===== src/rtl/fp_exp2_seq_if.sv =====
// Handshake and result bus for the sequential 2^x unit.
interface fp_exp2_seq_if #(
    parameter int sig_width = 10,
    parameter int exp_width = 5
);
    logic                         start;
    logic [sig_width+exp_width:0] inst_a;
    logic                         busy;
    logic                         done;
    logic [sig_width+exp_width:0] z_inst;
    logic [7:0]                   status_inst;

    modport master (output start, inst_a, input busy, done, z_inst, status_inst);
    modport slave  (input start, inst_a, output busy, done, z_inst, status_inst);
endinterface


===== src/rtl/fp_exp2_seq.sv =====
// Sequential floating-point 2^x: fixed-point split, shift-and-multiply by 2^(2^-k), round.
// Optional macro FP_EXP2_SEQ_RESTART_EN: a start while busy restarts with the new operand.
module fp_exp2_seq #(
    parameter int sig_width = 10,
    parameter int exp_width = 5
) (
    input logic         clk,
    input logic         rst_n,
    fp_exp2_seq_if.slave bus
);
    localparam int W    = sig_width + exp_width + 1;
    localparam int F    = sig_width + 2;
    localparam int FXW  = exp_width + F;
    localparam int AW   = F + 3;
    localparam int D    = F + 2 - sig_width;
    localparam int BIAS = (1 << (exp_width - 1)) - 1;
    localparam int CW   = $clog2(F);
    localparam int RN   = 2 ** CW;
    localparam int RP   = 60;
    localparam logic signed [exp_width+1:0] MAXE = (exp_width+2)'((1 << exp_width) - 1);

    typedef enum logic [2:0] {IDLE, DECOMP, ITER, NORM, DONE} state_t;
    typedef enum logic [2:0] {C_NUM, C_INF, C_ZERO, C_OVF, C_UNF} cls_t;

    // 2^(2^-k) via repeated high-precision integer square roots, rounded to F+2 fraction bits
    function automatic logic [RN-1:0][AW-1:0] rom_init();
        logic [127:0] v, x, r, t;
        logic [RN-1:0][AW-1:0] rom;
        rom = '0;
        v = 128'(2) << RP;
        for (int k = 0; k < F; k++) begin
            x = v << RP;
            r = '0;
            for (int i = 63; i >= 0; i--) begin
                t = r | (128'(1) << i);
                if (t * t <= x) r = t;
            end
            v = r;
            rom[k] = AW'((v + (128'(1) << (RP - F - 3))) >> (RP - F - 2));
        end
        return rom;
    endfunction

    localparam logic [RN-1:0][AW-1:0] ROM = rom_init();

    state_t state, nxt;
    logic   load;

    logic [W-1:0]           a_q;
    logic [exp_width-1:0]   n_q;
    logic [F-1:0]           f_sh;
    logic                   sticky_q, fnz_q;
    cls_t                   cls_q;
    logic [AW-1:0]          acc;
    logic [CW-1:0]          cnt;
    logic [W-1:0]           z_q;
    logic [7:0]             st_q;

    always_ff @(posedge clk or negedge rst_n) begin
        if (!rst_n) state <= IDLE;
        else        state <= nxt;
    end

    always_comb begin
        nxt  = state;
        load = 1'b0;
        case (state)
            IDLE:    if (bus.start) begin nxt = DECOMP; load = 1'b1; end
            DECOMP:  nxt = ITER;
            ITER:    if (cnt == CW'(F - 1)) nxt = NORM;
            NORM:    nxt = DONE;
            DONE:    nxt = IDLE;
            default: nxt = IDLE;
        endcase
`ifdef FP_EXP2_SEQ_RESTART_EN
        if (bus.start && (state == DECOMP || state == ITER || state == NORM)) begin
            nxt  = DECOMP;
            load = 1'b1;
        end
`endif
    end

    // Operand to two's-complement fixed point; bits shifted out below 2^-F become sticky
    logic                 s;
    logic [exp_width-1:0] e;
    logic [sig_width:0]   sig;
    int                   sh;
    logic [FXW-1:0]       mag, fx;
    logic                 stk;
    cls_t                 cls;

    always_comb begin
        s   = a_q[W-1];
        e   = a_q[W-2:sig_width];
        sig = {1'b1, a_q[sig_width-1:0]};
        sh  = int'(e) - BIAS + F - sig_width;
        mag = '0;
        stk = 1'b0;
        cls = C_NUM;
        if (sh >= 0) begin
            mag = FXW'(sig) << sh;
        end else begin
            mag = FXW'(sig >> (-sh));
            stk = |(sig & ~({(sig_width+1){1'b1}} << (-sh)));
        end
        fx = s ? (FXW'(0) - mag - FXW'(stk)) : mag;
        if (e == '0) begin
            fx  = '0;
            stk = 1'b0;
        end else if (&e) begin
            cls = s ? C_ZERO : C_INF;
        end else if (int'(e) - BIAS >= exp_width - 1) begin
            cls = s ? C_UNF : C_OVF;
        end
    end

    logic [AW+F+1:0] prod;
    assign prod = {{(F+2){1'b0}}, acc} * {{(F+2){1'b0}}, ROM[cnt]};

    // Round-to-nearest-even of acc to sig_width fraction bits, then exponent/range handling
    logic [sig_width:0]              keep;
    logic                            gb, rb, rup, carry, inex;
    logic [sig_width+1:0]            sum;
    logic [sig_width-1:0]            mant;
    logic signed [exp_width+1:0]     be;
    logic [W-1:0]                    z_c;
    logic [7:0]                      st_c;

    always_comb begin
        keep  = acc[AW-1:D];
        gb    = acc[D-1];
        rb    = (|acc[D-2:0]) | sticky_q;
        rup   = gb & (rb | keep[0]);
        sum   = {1'b0, keep} + (sig_width+2)'(rup);
        carry = sum[sig_width+1];
        mant  = carry ? sum[sig_width:1] : sum[sig_width-1:0];
        inex  = sticky_q | (|acc[D-1:0]) | fnz_q;
        be    = $signed({{2{n_q[exp_width-1]}}, n_q}) + $signed((exp_width+2)'(BIAS))
              + $signed({{(exp_width+1){1'b0}}, carry});
        z_c   = '0;
        st_c  = 8'h00;
        case (cls_q)
            C_INF:  begin z_c = {1'b0, {exp_width{1'b1}}, {sig_width{1'b0}}}; st_c = 8'h02; end
            C_ZERO: st_c = 8'h01;
            C_OVF:  begin z_c = {1'b0, {exp_width{1'b1}}, {sig_width{1'b0}}}; st_c = 8'h32; end
            C_UNF:  st_c = 8'h29;
            default: begin
                if (be >= MAXE) begin
                    z_c  = {1'b0, {exp_width{1'b1}}, {sig_width{1'b0}}};
                    st_c = 8'h32;
                end else if (be[exp_width+1] || be == '0) begin
                    st_c = 8'h29;
                end else begin
                    z_c  = {1'b0, be[exp_width-1:0], mant};
                    st_c = {2'b00, inex, 5'b00000};
                end
            end
        endcase
    end

    always_ff @(posedge clk or negedge rst_n) begin
        if (!rst_n) begin
            a_q      <= '0;
            n_q      <= '0;
            f_sh     <= '0;
            sticky_q <= 1'b0;
            fnz_q    <= 1'b0;
            cls_q    <= C_NUM;
            acc      <= '0;
            cnt      <= '0;
            z_q      <= '0;
            st_q     <= '0;
        end else begin
            if (load) a_q <= bus.inst_a;
            case (state)
                DECOMP: begin
                    n_q      <= fx[FXW-1:F];
                    f_sh     <= fx[F-1:0];
                    fnz_q    <= |fx[F-1:0];
                    sticky_q <= stk;
                    cls_q    <= cls;
                    acc      <= AW'(1) << (F + 2);
                    cnt      <= '0;
                end
                ITER: begin
                    cnt  <= cnt + CW'(1);
                    f_sh <= f_sh << 1;
                    if (f_sh[F-1]) begin
                        acc      <= prod[AW+F+1:F+2];
                        sticky_q <= sticky_q | (|prod[F+1:0]);
                    end
                end
                NORM: if (nxt == DONE) begin
                    z_q  <= z_c;
                    st_q <= st_c;
                end
                default: ;
            endcase
        end
    end

    assign bus.busy        = (state != IDLE);
    assign bus.done        = (state == DONE);
    assign bus.z_inst      = z_q;
    assign bus.status_inst = st_q;
endmodule


===== src/flat_wrapper.sv =====
// flat-port wrapper written by rule: the top's interface ports become plain ports
module fp_exp2_seq_flat 
#(
    parameter int sig_width = 10,
    parameter int exp_width = 5
)
  (clk, rst_n, bus_start, bus_inst_a, bus_busy, bus_done, bus_z_inst, bus_status_inst);
  fp_exp2_seq_if #(.sig_width(sig_width), .exp_width(exp_width)) bus_i ();
  input logic clk;
  input logic rst_n;
  input wire logic [$bits(bus_i.start)-1:0] bus_start;
  input wire logic [$bits(bus_i.inst_a)-1:0] bus_inst_a;
  output wire logic [$bits(bus_i.busy)-1:0] bus_busy;
  output wire logic [$bits(bus_i.done)-1:0] bus_done;
  output wire logic [$bits(bus_i.z_inst)-1:0] bus_z_inst;
  output wire logic [$bits(bus_i.status_inst)-1:0] bus_status_inst;
  assign bus_i.start = bus_start;
  assign bus_i.inst_a = bus_inst_a;
  assign bus_busy = bus_i.busy;
  assign bus_done = bus_i.done;
  assign bus_z_inst = bus_i.z_inst;
  assign bus_status_inst = bus_i.status_inst;
  fp_exp2_seq #(.sig_width(sig_width), .exp_width(exp_width)) u_core (.clk(clk), .rst_n(rst_n), .bus(bus_i));
endmodule

===== config.mk =====
export PLATFORM = sky130hd
export DESIGN_NAME = fp_exp2_seq_flat
export DESIGN_NICKNAME = d
export VERILOG_FILES = /design/src/rtl/fp_exp2_seq_if.sv /design/src/rtl/fp_exp2_seq.sv /design/src/flat_wrapper.sv
export SDC_FILE = /design/constraint.sdc
export NUM_CORES = 1
export LEC_CHECK = 0
export BUFFER_PORTS_ARGS = -buffer_cell sky130_fd_sc_hd__buf_4
export CORE_ASPECT_RATIO = 1.5
export CORE_MARGIN = 2
export CORE_UTILIZATION = 50
export CTS_CLUSTER_DIAMETER = 60
export DETAILED_ROUTE_END_ITERATION = 12
export PLACE_DENSITY = 0.69
export SLEW_MARGIN = 20
export SYNTH_ARGS = -nofsm -noshare
export SYNTH_HDL_FRONTEND = slang
export SYNTH_SLANG_ARGS = --single-unit

===== constraint.sdc =====
create_clock -name clk -period 14.4 [get_ports clk]
set_input_delay 1.44 -clock clk [delete_from_list [all_inputs] [get_ports clk]]
set_output_delay 1.44 -clock clk [all_outputs]
set_load 0.01 [all_outputs]

# Word-level counts from Yosys, hierarchy flattened
# Memories as Yosys holds them, arrays and structs flattened.
# Cells that the tools add are included.
# word_totals
elab_cells	94
out_inout_bits	26
regBits	84
mem_count	1
mem_bits_ro	240
# memory_table
memory	words	width	read_ports	rd_clocked_by_memory_dff	write_ports	line	source
(name not given)	16	15	1	0	0	fp_exp2_seq.sv:118	assign prod = {{(F+2){1'b0}}, acc} * {{(F+2){1'b0}}, ROM[cnt]};
# classes
n_bitwise	8
mul	1
shift	3
muxes	29
magnitude_cmp	4
n_eq_ne	11
reduce_logical	16
addsub	10
# op_table
op	count
17-bit 2-to-1 mux	3
15-bit 2-to-1 mux	3
32-bit by 5-bit adder with 32-bit output, second input constant	1
32-bit by 1-bit >= comparator with 1-bit output, second input constant	1
32-bit by 4-bit >= comparator with 1-bit output, second input constant	1
32-bit negation	1
16-bit case mux with 2 select lines	1
8-bit case mux with 4 select lines	1
11-bit by 32-bit << shifter with 11-bit output, first input constant	1
11-bit by 32-bit << shifter with 17-bit output	1
11-bit by 32-bit right shift with 17-bit output	1
32-bit by 5-bit subtractor with 32-bit output, second input constant	1
15-bit case mux with 2 select lines	1
15-bit by 15-bit multiplier with 29-bit output	1
12-bit case mux with 2 select lines	1
3-bit 2-to-1 mux	6
1-bit by 17-bit subtractor with 17-bit output, first input constant	1
17-bit by 1-bit subtractor with 17-bit output	1
16-bit 2-to-1 mux	1
14-bit OR reduction	1
11-bit by 1-bit adder with 12-bit output	1
3-bit by 2-bit equality test with 1-bit output, second input constant	4
3-bit case mux with 4 select lines	1
12-bit OR reduction	1
other kinds (33)	46

# Longest topological paths before layout
# depth
word_depth	13
mapped_depth	33

# Worst setup path after synthesis
# Ideal clock, no wire load.
# synth_timing
path_type	register to register
start	register u_core.a_q[10]
end	register u_core.n_q[3]
setup_time_ns	0.129
path_stages_with_launch	32
path_slack_ns	7.493
n_path_buf	1
arrival_time_ns	6.779
path_cell_list	dfrtp_1 -> clkbuf_1 -> clkinv_1 -> ha_1 -> ha_1 -> or3b_2 -> or2_2 -> ha_1 -> and3_1 -> nand2_1 -> or4_4 -> mux2i_1 -> and3_1 -> and3_1 -> and3_1 -> a32oi_1 -> ha_1 -> ha_1 -> inv_1 -> ha_1 -> nor2b_1 -> o21ai_0 -> a21boi_0 -> o21ai_0 -> a21oi_1 -> o211ai_1 -> a21oi_1 -> o21ai_0 -> a21boi_0 -> o21ai_0 -> a2111oi_0 -> a2111o_1
# synth_via
elab_chain_len	12
elab_cells_between_ends	18
# synth_lines
element	line	source
from (decl)	fp_exp2_seq.sv:49	logic [W-1:0] a_q;
from (signal assigned)	fp_exp2_seq.sv:174	if (load) a_q <= bus.inst_a;
parallel branches: the longest is 11 deep, another holds 32-bit by 5-bit adder with 32-bit output	-	
17-bit 2-to-1 mux (*)	fp_exp2_seq.sv:107	if (e == '0) begin
to (signal assigned)	fp_exp2_seq.sv:177	n_q <= fx[FXW-1:F];
to (decl)	fp_exp2_seq.sv:50	logic [exp_width-1:0] n_q;
# Every way passes the cells marked *.
# A chain may end at the register's enable or synchronous reset.

# Worst setup path after layout
# layout_timing
start	register u_core.cnt[1]
end	register u_core.acc[13]
# layout_via
elab_chain_len	5
# layout_lines
element	line	source
from (decl)	fp_exp2_seq.sv:55	logic [CW-1:0] cnt;
from (signal assigned)	fp_exp2_seq.sv:186	cnt <= cnt + CW'(1);
memory read 16 x 15 bit	-	
15-bit 2-to-1 mux (implied by the code)	fp_exp2_seq.sv:118	
15-bit by 15-bit multiplier with 29-bit output	fp_exp2_seq.sv:118	
15-bit 2-to-1 mux	fp_exp2_seq.sv:188	if (f_sh[F-1]) begin
15-bit case mux with 2 select lines	fp_exp2_seq.sv:175	case (state)
to (signal assigned)	fp_exp2_seq.sv:182	acc <= AW'(1) << (F + 2);
to (signal assigned)	fp_exp2_seq.sv:189	acc <= prod[AW+F+1:F+2];
to (decl)	fp_exp2_seq.sv:54	logic [AW-1:0] acc;
# Every way passes these cells. The select of a mux whose other input is x is not followed.

==> flow_summary.json <==
{
  "cts.root.buffer_cell": "clkbuf_16",
  "ys_ff_latch": 80,
  "vias_per_cell": 5.86,
  "cts_sinks": 80,
  "path_clk_slew_ns": 0.07,
  "grt_start_max_net_pins": 81,
  "diodes": 0,
  "critPathMaxFanout": 10,
  "end_kind": "flip-flop",
  "die_y_um": 210,
  "area_growth_pct": 6.43,
  "worst_slew_pin_slew_ns": 0.950,
  "max_slew_margin": 0.365,
  "wire_per_inst_um": 18.2,
  "fin_setup_tns_ns": 0,
  "rows": 75,
  "crit_path_max_incr_delay_ns": 0.54,
  "core_area_um2": 27900,
  "die_area_um2": 29600,
  "cap_violations": 0,
  "final_cell_mix": "inv_1 (222), nand2_1 (199), fa_1 (152)",
  "fill_cells": 2616,
  "multiInputGateArea_um2": 10900,
  "cts_tree": "done",
  "cp_num_buf_inv": 8,
  "hp-class": "reg -> reg",
  "post_cts_buffers": 0,
  "synthTopCellsByArea": "fa_1 (22%), dfrtp_1 (14%), ha_1 (13%)",
  "wl_um": 37200,
  "async_flop_share": 1.00,
  "drive_gt1_frac": 0.0791,
  "status": "complete, no violations",
  "crit_type": "reg -> reg",
  "cts-resized-gates": 0,
  "yosys.area.top_type": "fa_1",
  "grt_antenna_before_repair": 0,
  "dp.final_hpwl_um": 29100,
  "worstPathRequired_ns": 14.67,
  "cts_buffers": 9,
  "synth_flop_cell": "dfrtp_1",
  "gp_congestion": 0.968,
  "vias": 11900,
  "finalHoldViolCount": 0,
  "slowest_stage": "fa_1",
  "first_global_vias": 12600,
  "grt_setup_unrepaired": "false",
  "min_period_over_period": 0.528,
  "final_common_cell": "inv_1",
  "route.detailed.drc": 0,
  "postRouteAntennaNets": 0,
  "synth_warnings": 0,
  "holdBufCountCts": 0,
  "maxSlewViolCount": 0,
  "fin_nets": 2000,
  "ios": 45,
  "ys_seq_area_frac": 0.142,
  "crit_arrival_ns": 7.88,
  "h-tree-depth": 3,
  "worst_path_most_repeated_cell": "inv_1",
  "regArea_um2": 2000,
  "cts_buffer_depth": 2,
  "avgSynthCellArea_um2": 8.29,
  "grt_pass1_wl_um": 62200,
  "period_needed_ns": 7.61,
  "syn_area_um2": 14100,
  "post_synth_inst_count": 1699,
  "stdcell_area_um2": 15000,
  "crit_path_start_kind": "flip-flop",
  "clk_latency_ns": 0.36,
  "start_util": 0.506,
  "skew_ns": 0.0120,
  "setup_viol": 0,
  "track_usage": 0.261,
  "synth_cell_types": 88,
  "critPathTopFamily": "adder cells",
  "grt_overflow": 0,
  "firstDrtPassIters": 5,
  "io_buffer_count": 40,
  "synth_edf_count": 0,
  "die_w_um": 141,
  "placed_area_um2": 14700,
  "max_freq_mhz": 131,
  "drt-initial-drc-count": 758,
  "synth_top_area_frac": 0.216
}
[sequential cells by signal (all words and copies together) (netlist names), 3 cells and up]
register and flops:
u_core.bus.z_inst 15, u_core.a_q 16, u_core.acc 15, u_core.cls_q 3
u_core.bus.status_inst 5, u_core.f_sh 12, u_core.cnt 4, u_core.n_q 5
u_core.state 3
[worst register-to-register path: cells and delay by family (launching register included)]
kind                     cells  cell delay (ns)
flip-flops                   1             0.48
buffers and inverters        8             0.77
adder cells (fa/ha/maj)      8             3.54
AND/OR/NAND/NOR              3             0.61
AO/OA/AOI/OAI                9             2.15
[area by class of cell]
cell class	count	share of cell area
Sequential cell	80	0.133
Tap cell	346	0.0289
Inverter	225	0.0563
Clock buffer	10	0.0153
Timing Repair Buffer	60	0.0303
Multi-Input combinational cell	1312	0.730
Clock inverter	6	0.00617
[through the flow]
| step | util | cells | hold WS, ns | setup WS, ns |
|---|---|---|---|---|
| after floorplan | - | 1702 | 0.462 | 7.49 |
| after global placement | 0.526 | 2023 | 0.471 | 6.99 |
| after detailed placement | 0.526 | 2023 | 0.474 | 6.87 |
| after CTS | 0.538 | 2039 | 0.493 | 6.82 |
| after global routing | 0.538 | 2039 | 0.523 | 6.05 |
| final | 0.538 | 2039 | 0.489 | 6.79 |
[Yosys cell counts, drive strengths merged, types with 4 or more instances]
cell type and count:
o221ai 4, nand2b 14, ha 141, a21boi 9, a22o 7, nand3b 4, a32o 4, nor2 82
o31ai 13, o21ai 94, o21a 7, a31oi 11, a21o 14, a21oi 74, fa 152, a211oi 11
or2 11, nand4 16, nor4 6, and4 6, nand2 199, a32oi 4, o22ai 11, o21bai 4
xnor2 28, nor2b 28, or3 8, o211ai 12, nor3b 12, dfrtp 80, and3 20, inv 223
nor3 19, a22oi 10, clkbuf 72, mux2 18, and2 115, buf 13, xor2 20, mux2i 19
nand3 57
[path summary, 6_finish.rpt]
check / start / to / slack (ns) / cells after the start
min in group asynchronous: rst_n / u_core.a_q[8] / 1.13 / 1
setup reg to reg: u_core.cnt[1] / u_core.acc[13] / 6.79 / 28
max in group asynchronous: rst_n / u_core.acc[8] / 12.75 / 1
hold / removal: u_core.bus.z_inst[13] / u_core.bus.z_inst[13] / 0.49 / 2
hold reg to reg: u_core.bus.z_inst[13] / u_core.bus.z_inst[13] / 0.49 / 2
setup / recovery: u_core.cnt[1] / u_core.acc[13] / 6.79 / 28
[cell families (layout without fill, tap and decap cells)]
family                     Yosys count  after routing  share of synthesized area
and+or+nand+nor                    608            608                      0.221
AOI/OAI and AO/OA                  322            322                      0.152
buffers and inverters              310            301                     0.0845
adders and majority gates          293            293                      0.341
DFF                                 80             80                      0.142
xor gates and xnor gates            48             48                     0.0309
muxes                               37             37                     0.0279
other                                1              4                   0.000266
[layer usage]
layer,up-vias,global-route usage,wire length [µm]
li1,5651,-,-
met1,5911,0.290,14200
met2,267,0.497,20200
met3,114,0.0230,1090
met4,0,0.120,1790
met5,-,0,0
Power is left out: the tool's default activity adds up to more than one toggle a clock period on the data nets, which glitch-free logic cannot reach.
